`config.mk`:
```
export PLATFORM = sky130hd
export DESIGN_NAME = detector_tono
export DESIGN_NICKNAME = d
export VERILOG_FILES = /design/src/rtl/detector_tono.sv
export SDC_FILE = /design/constraint.sdc
export NUM_CORES = 1
export LEC_CHECK = 0
export CAP_MARGIN = 20
export CORE_ASPECT_RATIO = 2
export CORE_UTILIZATION = 55
export CTS_BUF_LIST = sky130_fd_sc_hd__clkbuf_2 sky130_fd_sc_hd__clkbuf_4 sky130_fd_sc_hd__clkbuf_8
export DETAILED_ROUTE_END_ITERATION = 7
export PLACE_DENSITY_LB_ADDON = 0.08
export SETUP_SLACK_MARGIN = 0.1
export SLEW_MARGIN = 15
export SYNTH_ARGS = -nofsm -noshare
export SYNTH_HDL_FRONTEND = slang
export SYNTH_SLANG_ARGS = --single-unit
```
`constraint.sdc`:
```
create_clock -name clk -period 5.4 [get_ports clk]
set_clock_uncertainty 0.1 [all_clocks]
set_input_delay 0.54 -clock clk [delete_from_list [all_inputs] [get_ports clk]]
set_output_delay 0.54 -clock clk [all_outputs]
set_load 0.01 [all_outputs]
```
`src/rtl/detector_tono.sv`:
```
// Square-wave period meter: counts clk cycles between synchronized rising edges of sig_in
// and reports half the accepted period, with lock tracking and a no-signal timeout.
module detector_tono #(
    parameter int CNT_W       = 29,
    parameter int MIN_PERIOD  = 4,
    parameter int TIMEOUT_CYC = 50000000,
    parameter int TOL         = 1
) (
    input  logic             clk,
    input  logic             rst,
    input  logic             sig_in,
    input  logic             enable,
    output logic [CNT_W-1:0] half_period,
    output logic             period_valid,
    output logic             locked,
    output logic             no_signal
);

    typedef enum logic [1:0] {
        IDLE,
        WAIT_FIRST,
        MEASURE
    } state_t;

    localparam logic [CNT_W-1:0] CNT_ONE  = CNT_W'(1);
    localparam logic [CNT_W-1:0] TO_LAST  = CNT_W'(TIMEOUT_CYC - 1);
    localparam logic [CNT_W-1:0] MIN_P    = CNT_W'(MIN_PERIOD);
    localparam logic [CNT_W:0]   TOL_V    = (CNT_W + 1)'(TOL);

    state_t           state;
    logic             s1, s2, s3;
    logic [CNT_W-1:0] cnt;
    logic [1:0]       match_cnt;

    logic                    rise;
    logic [CNT_W-1:0]        period_p0;
    logic [CNT_W-1:0]        half_new_p0;
    logic signed [CNT_W:0]   delta_p0;
    logic                    period_ok_p0;
    logic                    timeout_hit;
    logic                    is_match_p0;
    logic [1:0]              match_next_p0;

    function automatic logic [CNT_W:0] abs_diff(input logic signed [CNT_W:0] d);
        abs_diff = (d < 0) ? (CNT_W + 1)'(-d) : (CNT_W + 1)'(d);
    endfunction

    function automatic logic [1:0] sat_inc2(input logic [1:0] v);
        sat_inc2 = (v >= 2'd2) ? 2'd2 : v + 2'd1;
    endfunction

    // Stage 0: synchronizer and edge detect
    always_ff @(posedge clk or posedge rst) begin
        if (rst) begin
            s1 <= 1'b0;
            s2 <= 1'b0;
            s3 <= 1'b0;
        end else begin
            s1 <= sig_in;
            s2 <= s1;
            s3 <= s2;
        end
    end

    assign rise         = s2 & ~s3;
    assign period_p0    = cnt + CNT_ONE;
    assign half_new_p0  = period_p0 >> 1;
    assign period_ok_p0 = (period_p0 >= MIN_P);
    assign timeout_hit  = (cnt == TO_LAST);
    assign delta_p0     = $signed({1'b0, half_new_p0}) - $signed({1'b0, half_period});
    assign is_match_p0  = (abs_diff(delta_p0) <= TOL_V);

    // The first measurement after arming always starts a new reference.
    always_comb begin
        match_next_p0 = 2'd1;
        if (match_cnt != 2'd0 && is_match_p0) begin
            match_next_p0 = sat_inc2(match_cnt);
        end
    end

    // Stage 1: control FSM and registered outputs
    always_ff @(posedge clk or posedge rst) begin
        if (rst) begin
            state        <= IDLE;
            cnt          <= '0;
            match_cnt    <= 2'd0;
            half_period  <= '0;
            period_valid <= 1'b0;
            locked       <= 1'b0;
            no_signal    <= 1'b0;
        end else begin
            period_valid <= 1'b0;
            if (!enable) begin
                state       <= IDLE;
                cnt         <= '0;
                match_cnt   <= 2'd0;
                half_period <= '0;
                locked      <= 1'b0;
                no_signal   <= 1'b0;
            end else begin
                case (state)
                    IDLE: begin
                        cnt   <= '0;
                        state <= WAIT_FIRST;
                    end
                    WAIT_FIRST: begin
                        if (rise) begin
                            cnt       <= '0;
                            match_cnt <= 2'd0;
                            state     <= MEASURE;
                        end else if (timeout_hit) begin
                            cnt         <= '0;
                            match_cnt   <= 2'd0;
                            half_period <= '0;
                            locked      <= 1'b0;
                            no_signal   <= 1'b1;
                        end else begin
                            cnt <= cnt + CNT_ONE;
                        end
                    end
                    MEASURE: begin
                        if (rise && period_ok_p0) begin
                            cnt          <= '0;
                            half_period  <= half_new_p0;
                            period_valid <= 1'b1;
                            match_cnt    <= match_next_p0;
                            locked       <= (match_next_p0 == 2'd2);
                            no_signal    <= 1'b0;
                        end else if (timeout_hit) begin
                            // A glitch rise landing on the timeout cycle does not save it.
                            cnt         <= '0;
                            match_cnt   <= 2'd0;
                            half_period <= '0;
                            locked      <= 1'b0;
                            no_signal   <= 1'b1;
                            state       <= WAIT_FIRST;
                        end else begin
                            cnt <= cnt + CNT_ONE;
                        end
                    end
                    default: state <= IDLE;
                endcase
            end
        end
    end

endmodule

```
==> run_results.csv, run 1 <==
group,metric,value,unit
critical_path,r2r_slack,0.17,ns
die,initial_core_util,56.4,%
critical_path,slowest_stage,"or4_4",
synth,synthFlopType,"dfrtp_1",
grt,grt.overflow.total,0,
critical_path,crit_path_frequent_cell,"nand4_1",
cells_and_area,drive_gt1_share,20.3,%
critical_path,cp.required,5.57,ns
sta,post-route-min-period,5.23,ns
status,outcome,"complete, no violations",
synth,async_flop_share,100,%
synth,synth_area,6880,um^2
sta,max_slew.worst_pin.slew,0.894,ns
grt,grt_pass1_wl,38.6,mm
hold_path,worstHoldPathCells,0,
cells_and_area,fin_area,8560,um^2
pwr,power_leakage,3.90,nW
cells_and_area,antenna_cells,0,
synth,synth_fp_nets,973,
critical_path,critPathLaunch,"cnt[5]",
critical_path,startpoint_type,"register",
critical_path,r2r-start,"cnt[5]",
cts,clock-sinks,68,
cts,root_buffer,"clkbuf_8",
cts,clock_latency,0.36,ns
critical_path,path_buf_inv,3,
cts,cts_tree,"yes",
synth,synth_cell_type_count,78,
route,wire_per_inst,21.3,um
hold_path,holdPathEnd,"s2",
critical_path,r2r_cells,17,
critical_path,path_cells,"and4_4 > nand4_1 > buf_6 > or4_1 > and2_1 > inv_1 > ha_1 > buf_4 > nand4_1 > or3_1 > or2_2 > o211a_1 > o21ai_0 > and4_1 > o211ai_1 > or4_4 > o21a_1",
cts,numCtsBuffers,9,
placed_design,place_inst,1160,
pwr,power,0.00135,W
route,firstDrtPassIters,5,
sta,setup_viol,0,
placed_design,gp_congestion,1.02,
cells_and_area,nNetsFinal,1073,
synth,synth_area_leader_cell,"dfrtp_1",
grt,grt_pass1_vias,7681,
placed_design,dp_hpwl,19.0,mm
hold_path,min_path_type,"reg -> reg",
run,maxCapViolations,0,
cts,clk_pin_slew_worst_paths,0.10,ns
cells_and_area,layout-area-overhead-vs-synth,24.5,%
pwr,p_per_area,158,nW/um^2
die,fp-row-count,57,
grt,grt_max_degree,69,
critical_path,critPathCaptureType,"register",
die,fp.dieW,81.1,um
sta,period_share,96.8,%
cts,h-tree-depth,3,
die,fp.coreArea,12200,um^2
sta,fmax,191,MHz
critical_path,critical_path_class,"reg -> reg",
route,routed_wl,25.2,mm
synth,synth_seq_area_share,24.7,%
critical_path,crit_family,"simple AND/OR/NAND/NOR gates",
critical_path,crit_arrival,5.40,ns
grt,antenna_found_initial,0,
synth,synth_seq_cells,68,
route,first_iter_violations,734,
route,ant_nets,0,
critical_path,r2r-end,"match_cnt[0]",
cells_and_area,stdcell_count,1185,
hold_path,hold_start,"s1",
placed_design,portBuffers,35,
grt,grtUsageTotal,39.8,%
route,via_count,7842,
sta,maxSlewViolCount,0,
synth,synth_edf_count,0,
die,io_pins,36,
route,viasPerCell,6.62,
critical_path,critPathMaxStageDelay,0.59,ns
sta,relSlewSlack,40.4,%
die,die-height,160,um
synth,syn_inst,933,
synth,syn_area_per_cell,7.37,um^2
critical_path,cp_max_fo,10,
synth,yosysWarnings,0,
route,drc,0,
placed_design,place_area,7960,um^2
die,die_area,13000,um^2
sta,holdWs,0.272,ns
cts,cts.path.max_buffers,2,
synth,synth.top_cell.area_share,24.7,%
pwr,ir_drop,235,uV
sta,hold_viol,0,
synth,synthTopCellsByArea,"dfrtp_1 25%, o21ai_0 6.8%, ha_1 6.4%",
==> per-stage QoR <==
stage                     setup TNS [ns]  worst slack, ns  util [%]
final                                  0            0.172      70.2
after CTS                              0            0.110      67.5
after floorplan                        0            0.153         -
after global routing             -0.0645          -0.0620      70.2
after global placement                 0            0.109      65.2
after detailed placement               0           0.0122      65.2
==> timing repair <==
item                                    4_1_cts  5_1_grt
pin swaps                                     1       14
hold buffers                                  0        0
buffers inserted                              1        8
resized for setup                             5       68
endpoints found under the setup margin        3        3
==> Yosys cell counts (all sizes together), types with 15 or more instances <==
cell and number:
nand2 112, o21ai 101, inv 79, dfrtp 68, nor2 57, a21oi 55, clkbuf 43, ha 35
nand4 35, nand3 26, nor3 25, xnor2 23, nor4 21, and2 16, a211oi 15
==> layout make-up <==
class | instances | area, um^2
clock buffer | 11 | 151
fill | 1043 | 3640
clock inverter | 5 | 83.8
multi-input combinational | 732 | 4970
timing repair buffer | 142 | 1160
inverter | 80 | 300
sequential | 68 | 1710
tap | 147 | 184
==> cell families (layout without fill, tap and decap cells) <==
family	count (synthesis)	after routing	synth area share, %
flops	68	68	24.7
compound gates	292	292	27.8
fa+ha+maj	36	36	6.66
buf+inv	133	238	7.44
mux	10	10	1.51
xor+xnor	37	37	5.04
simple gates	357	357	26.8
==> how the worst max path moves through the flow <==
stage	cells past startpoint	to	slack [ns]
2_1_floorplan	20	match_cnt[0]	0.15
3_3_place_gp	20	match_cnt[0]	0.11
3_5_place_dp	20	match_cnt[0]	0.01
4_1_cts	17	match_cnt[0]	0.11
5_1_grt	19	match_cnt[0]	-0.06
6_report	17	match_cnt[0]	0.17
==> cells in the final DEF, fill, tap and decap left out, types with 15 or more instances in the layout <==
| master | netlist | routed |
|---|---|---|
| a21oi_1 | 55 | 49 |
| buf_4 | 0 | 106 |
| inv_1 | 79 | 78 |
| ha_1 | 35 | 29 |
| and2_1 | 15 | 15 |
| xnor2_1 | 21 | 18 |
| o21ai_0 | 93 | 87 |
| clkdlybuf4s50_1 | 0 | 35 |
| nand4_1 | 35 | 35 |
| nand3_1 | 26 | 25 |
| dfrtp_1 | 68 | 59 |
| nand2_1 | 112 | 111 |
| nor3_1 | 24 | 22 |
| nor2_1 | 57 | 52 |
==> state kept, by name, summed over array words and instances, names as in the netlist <==
name and flops:
cnt 29, half_period 29, match_cnt 2, state 2, locked 1, no_signal 1
period_valid 1, s1 1, s2 1, s3 1
==> power breakdown <==
part	internal [W]	switching (W)
combinational	0.000101	0.000215
clock	0.000286	0.000220
sequential	0.000518	0.00000944
total	0.000905	0.000444
==> worst reg2reg max path, stage by stage (launching register included) <==
cell and delay, ns:
dfrtp_2 0.43, and4_4 0.27, nand4_1 0.24, buf_6 0.22, or4_1 0.53, and2_1 0.21, inv_1 0.06, ha_1 0.14
buf_4 0.17, nand4_1 0.23, or3_1 0.46, or2_2 0.30, o211a_1 0.24, o21ai_0 0.32, and4_1 0.31, o211ai_1 0.12
or4_4 0.59, o21a_1 0.20
==> per-layer routing <==
layer | share of wire (%) | track usage (%) | vias to the layer above
li1 | - | - | 3610
met1 | 35 | 41.4 | 3717
met2 | 51 | 67.4 | 391
met3 | 6.4 | 9.60 | 124
met4 | 7.7 | 28.1 | 0
met5 | 0 | 0 | -
No activity file was read; power rests on OpenSTA's default activity.
==> run 2: changes to the inputs <==
--- a/config.mk
+++ b/config.mk
@@ -5,6 +5,7 @@
 export SDC_FILE = /design/constraint.sdc
 export NUM_CORES = 1
 export LEC_CHECK = 0
+export ABC_AREA = 1
 export CAP_MARGIN = 20
 export CORE_ASPECT_RATIO = 2
 export CORE_UTILIZATION = 55
==> run 2 against run 1 <==
Clock power down 15%. Maximum frequency up 9.4%. Wire length down 6.8%. Area after synthesis up 9.7%. Register-to-register slack better by 0.45 ns.
==> run_results.csv, run 2 <==
group,metric,value,unit
cells_and_area,antenna_cells,0,
cts,postCtsHoldBufs,0,
sta,fmax,209,MHz
cells_and_area,drive_gt1_share,6.07,%
die,die_area,14200,um^2
cells_and_area,layout_commonest_cell,"nand2_1",
die,fp-row-count,60,
synth,synth_edf_count,0,
synth,syn_area_per_cell,5.89,um^2
synth,synth_top_cells_by_count,"441 x nand2_1, 234 x inv_1, 108 x nand3_1",
critical_path,cp_max_fo,7,
route,routed_wl,23.5,mm
pwr,ir_drop,293,uV
sta,hold_viol,0,
sta,maxSlewViolCount,0,
cts,clk_pin_slew_worst_paths,0.08,ns
run,maxCapViolations,0,
grt,grt_pass1_vias,8019,
cts,h-tree-depth,3,
cts,root_buffer,"clkbuf_8",
sta,post-route-min-period,4.78,ns
die,fp.coreArea,13400,um^2
cts,clock_latency,0.36,ns
hold_path,min_path_type,"reg -> reg",
synth,synthFlopType,"dfrtp_1",
synth,yosysWarnings,0,
route,via_count,8253,
pwr,p_per_area,160,nW/um^2
critical_path,critical_path_class,"reg -> reg",
cts,cts_tree,"yes",
sta,relSlewSlack,46.0,%
route,first_iter_violations,478,
synth,synth_area,7540,um^2
cells_and_area,stdcell_count,1473,
placed_design,portBuffers,35,
critical_path,critPathMaxStageDelay,0.42,ns
critical_path,crit_path_frequent_cell,"nand2_1",
grt,grtUsageTotal,34.5,%
route,ant_nets,0,
route,drc,0,
placed_design,place_inst,1457,
synth,syn_inst,1281,
critical_path,cp.required,5.55,ns
sta,rsz0062_at_grt,"false",
synth,synth_seq_cells,68,
synth,synthTopCellsByArea,"dfrtp_1 23%, nand2_1 22%, inv_1 12%",
die,io_pins,36,
critical_path,crit_arrival,4.93,ns
critical_path,r2r_slack,0.62,ns
cts,cts.path.max_buffers,2,
cts,numCtsBuffers,9,
synth,yosysMostFrequentCell,"nand2_1",
synth,synth_seq_area_share,22.6,%
cts,post-cts-setup-buffers,0,
synth,async_flop_share,100,%
status,outcome,"complete, no violations",
cts,clock-sinks,68,
sta,period_share,88.5,%
critical_path,startpoint_type,"register",
cells_and_area,final_cell_mix,"441 x nand2_1, 233 x inv_1, 108 x nand3_1, 98 x nor2_1, 70 x o21ai_0",
sta,fin_setup_tns,0,ns
grt,grt_pass1_wl,38.2,mm
route,viasPerCell,5.60,
die,initial_core_util,56.1,%
grt,grt.overflow.total,0,
critical_path,critPathCaptureType,"register",
sta,setup_viol,0,
route,wire_per_inst,15.9,um
cells_and_area,layout-area-overhead-vs-synth,9.94,%
sta,max_slew.worst_pin.slew,0.809,ns
critical_path,slowest_stage,"ha_1",
critical_path,path_buf_inv,4,
route,firstDrtPassIters,7,
pwr,power_leakage,4.88,nW
synth,synth_cell_type_count,41,
grt,grt_max_degree,53,
placed_design,dp_hpwl,18.9,mm
cells_and_area,largest_registers,"cnt: 29 flops, half_period: 29 flops",
placed_design,gp_congestion,1.01,
grt,antenna_found_initial,0,
die,die-height,168,um
critical_path,crit_family,"simple AND/OR/NAND/NOR gates",
cells_and_area,nNetsFinal,1354,
synth,synth_fp_nets,1321,
synth,synth.top_cell.area_share,22.6,%
die,fp.dieW,84.8,um
synth,synth_area_leader_cell,"dfrtp_1",
## run 2: cell count changes in the layout (fill, tap and decap cells not counted), sizes merged, moves of 14 or more
cell,delta
a21oi,-26
o22ai,+14
a211oi,-15
xnor2,-22
nor2,+49
inv,+160
buf,-95
nand2,+338
o31ai,-14
o21ai,-23
o211ai,+19
nor4,-18
and2,-15
nand3,+85
## run 2: routing by layer
layer	vias to the layer above	share of wire, %	routed length (um)	track usage [%]
met5	-	0	0	0
met4	0	7.1	1680	23.8
met3	88	3.7	864	3.15
met2	249	53	12300	64.5
met1	3789	37	8580	35.2
li1	4127	-	-	-
## run 2: cell families after synthesis
family          count (synthesis)  share of synthesized area (%)
flops                          68                           22.6
xor+xnor                       23                           2.77
compound gates                163                           13.8
buf+inv                       264                           13.7
simple gates                  726                           40.8
fa+ha+maj                      36                           6.07
mux                             1                          0.299
## run 2: per-stage QoR
step                hold WS, ns  power, W  cell area (um^2)  setup WS, ns  util (%)
finish                    0.264   0.00133              8290         0.623      61.7
global route              0.271   0.00139              8290        0.0924      61.7
CTS                       0.268   0.00132              8240         0.341      61.3
detailed placement        0.242  0.000890              8040         0.344      59.8
global placement          0.247  0.000891              8040         0.413      59.8
floorplan                 0.231  0.000778              7540          1.37         -
## run 2: worst paths after layout
path	end	cells after the start	start
worst min-delay path	s2	0	s1
worst min register to register	s2	0	s1
max in group asynchronous	locked	3	rst
worst max-delay path	match_cnt[0]	33	cnt[1]
min in group asynchronous	cnt[1]	2	rst
worst max register to register	match_cnt[0]	33	cnt[1]
## run 2: final cells by class
class / instances / area [um^2]
clock buffers: 13 / 160
clock inverters: 2 / 35.0
fillers: 1347 / 5150
inverters: 239 / 902
multi-input cells: 949 / 4840
flip-flops and latches: 68 / 1700
well taps: 155 / 194
repair buffers: 47 / 460
## run 2: repair_timing
item / CTS / global route
setup endpoints to repair: 0 / 3
gates resized for setup: 0 / 9
hold endpoints to repair: 0 / 0
## run 2: where the power goes
part | switching [W] | internal [W]
Sequential | 0.0000125 | 0.000522
Combinational | 0.000264 | 0.000101
Clock | 0.000189 | 0.000238
Total | 0.000466 | 0.000861
==> run 3: changes to the inputs <==
--- a/config.mk
+++ b/config.mk
@@ -17,3 +17,4 @@
 export SYNTH_ARGS = -nofsm -noshare
 export SYNTH_HDL_FRONTEND = slang
 export SYNTH_SLANG_ARGS = --single-unit
+export TNS_END_PERCENT = 50
==> constraint.sdc (replaced) <==
create_clock -name clk -period 4.8 [get_ports clk]
set_clock_uncertainty 0.1 [all_clocks]
set_input_delay 0.48 -clock clk [delete_from_list [all_inputs] [get_ports clk]]
set_output_delay 0.48 -clock clk [all_outputs]
set_load 0.01 [all_outputs]
==> run 3 against run 2 <==
Setup slack worse by 0.53 ns. Via count is 1.8% higher. Core utilization is 5.6 points higher. Sequential share of layout area is 1.7 points lower. Critical endpoint unchanged. Register-to-register slack worse by 0.53 ns. Total power is 5.7% higher. Final area is 9.1% higher. Clock-buffer cell count is 2 lower. Cell count is 3.7% higher. Die area stayed put. Largest power group unchanged. First-iteration DRC count is 15% lower.
==> run_results.csv, run 3 (synthesis results as in run 2) <==
group,metric,value,unit
status,outcome,"complete, no violations",
critical_path,r2r-start,"cnt[1]",
cells_and_area,nNetsFinal,1409,
sta,hold_viol,0,
cells_and_area,drive_gt1_share,15.7,%
sta,post-route-min-period,4.71,ns
pwr,power_leakage,5.25,nW
critical_path,slowest_stage,"dfrtp_1",
cts,clk_pin_slew_worst_paths,0.07,ns
cells_and_area,final_cell_mix,"426 x nand2_1, 228 x inv_1, 101 x nand3_1, 72 x nor2_1, 69 x o21ai_0",
hold_path,min_path_type,"reg -> reg",
run,maxCapViolations,0,
grt,grt.overflow.total,0,
grt,grt_max_degree,39,
route,via_count,8399,
route,viasPerCell,5.50,
critical_path,crit_cells,37,
hold_path,hold_start,"s1",
critical_path,path_buf_inv,6,
die,io_pins,36,
die,fp-row-count,60,
placed_design,portBuffers,35,
pwr,ir_drop,253,uV
critical_path,r2r_slack,0.09,ns
cells_and_area,layout_commonest_cell,"nand2_1",
cells_and_area,stdcell_count,1527,
grt,grtUsageTotal,34.2,%
sta,fmax,212,MHz
die,die-height,168,um
sta,fin_setup_tns,0,ns
cts,h-tree-depth,3,
critical_path,critPathLaunch,"cnt[1]",
sta,rsz0062_at_grt,"true",
sta,setup_viol,0,
cts,cts_tree,"yes",
route,wire_per_inst,15.8,um
placed_design,gp_congestion,1.00,
die,fp.coreArea,13400,um^2
sta,period_share,98.1,%
route,drc,0,
critical_path,crit_path_end,"match_cnt[0]",
cts,root_buffer,"clkbuf_8",
cells_and_area,largest_registers,"cnt: 29 flops, half_period: 29 flops",
cts,numCtsBuffers,9,
sta,maxSlewViolCount,0,
die,initial_core_util,56.1,%
critical_path,r2r_cells,37,
critical_path,cp_max_fo,6,
route,routed_wl,24.1,mm
critical_path,r2r-end,"match_cnt[0]",
cts,clock-sinks,68,
placed_design,dp_hpwl,19.3,mm
placed_design,place_inst,1493,
critical_path,critical_path_class,"reg -> reg",
critical_path,crit_arrival,4.87,ns
critical_path,startpoint_type,"register",
cells_and_area,antenna_cells,0,
grt,grt_pass1_vias,7830,
route,ant_nets,0,
route,first_iter_violations,408,
cells_and_area,layout-area-overhead-vs-synth,19.9,%
sta,relSlewSlack,26.3,%
pwr,p_per_area,155,nW/um^2
hold_path,worstHoldPathCells,0,
die,fp.dieW,84.8,um
grt,antenna_found_initial,0,
route,firstDrtPassIters,7,
sta,max_slew.worst_pin.slew,1.10,ns
critical_path,crit_path_frequent_cell,"nand2_1",
critical_path,crit_family,"simple AND/OR/NAND/NOR gates",
grt,grt_pass1_wl,37.7,mm
cts,cts.path.max_buffers,2,
critical_path,critPathMaxStageDelay,0.38,ns
cts,clock_latency,0.36,ns
cts,postCtsHoldBufs,0,
critical_path,critPathCaptureType,"register",
critical_path,cp.required,4.96,ns
die,die_area,14200,um^2
run 3: cell count changes in the layout (fill, tap and decap cells not counted), moves of 6 or more:
cell,delta
nor2_1,-26
a21oi_2,+8
nand2_1,-15
buf_4,+52
nor2_4,+7
nand3_1,-7
nand3_2,+6
a21oi_1,-9
ha_1,-7
nor2_2,+19
nand2_2,+12
run 3: per-stage QoR:
step / hold slack [ns] / util, % / setup slack, ns / area (um^2) / total power (W)
global route: 0.268 / 67.3 / -0.153 / 9040 / 0.00147
detailed placement: 0.243 / 61.8 / 0.133 / 8310 / 0.000996
finish: 0.262 / 67.3 / 0.0899 / 9040 / 0.00140
CTS: 0.267 / 63.0 / 0.133 / 8470 / 0.00140
global placement: 0.247 / 61.8 / 0.251 / 8310 / 0.000994
floorplan: 0.231 / - / 0.772 / 7540 / 0.000875
run 3: area by class of cell:
type,count,area [um^2]
Multi-Input combinational cell,949,5210
Fill cell,1293,4400
Sequential cell,68,1700
Timing Repair Buffer,102,868
Clock inverter,3,15.0
Clock buffer,11,145
Tap cell,155,194
Inverter,239,905
run 3: worst min-delay path by stage:
stage          end  slack [ns]
6_report        s2        0.26
5_1_grt         s2        0.27
3_5_place_dp    s2        0.24
3_3_place_gp    s2        0.25
2_1_floorplan   s2        0.23
4_1_cts         s2        0.27
run 3: metal layers:
metal  part of all wire [%]  GRT usage [%]  up-vias
met1                     37           35.1     3824
li1                       -              -     4245
met3                    3.0           2.96       97
met4                    8.4           27.2        0
met5                      0              0        -
met2                     52           62.2      233
run 3: what timing repair did:
action,in CTS,in global routing
setup endpoints to repair,0,3
gates resized for setup,0,112
buffers inserted,0,20
run 3: where the power goes:
| part | leakage [nW] | internal [W] | switching [W] |
|---|---|---|---|
| clock | 0.0882 | 0.000199 | 0.000208 |
| combinational | 4.22 | 0.000105 | 0.000295 |
| sequential | 0.941 | 0.000587 | 0.0000106 |
| total | 5.25 | 0.000891 | 0.000513 |
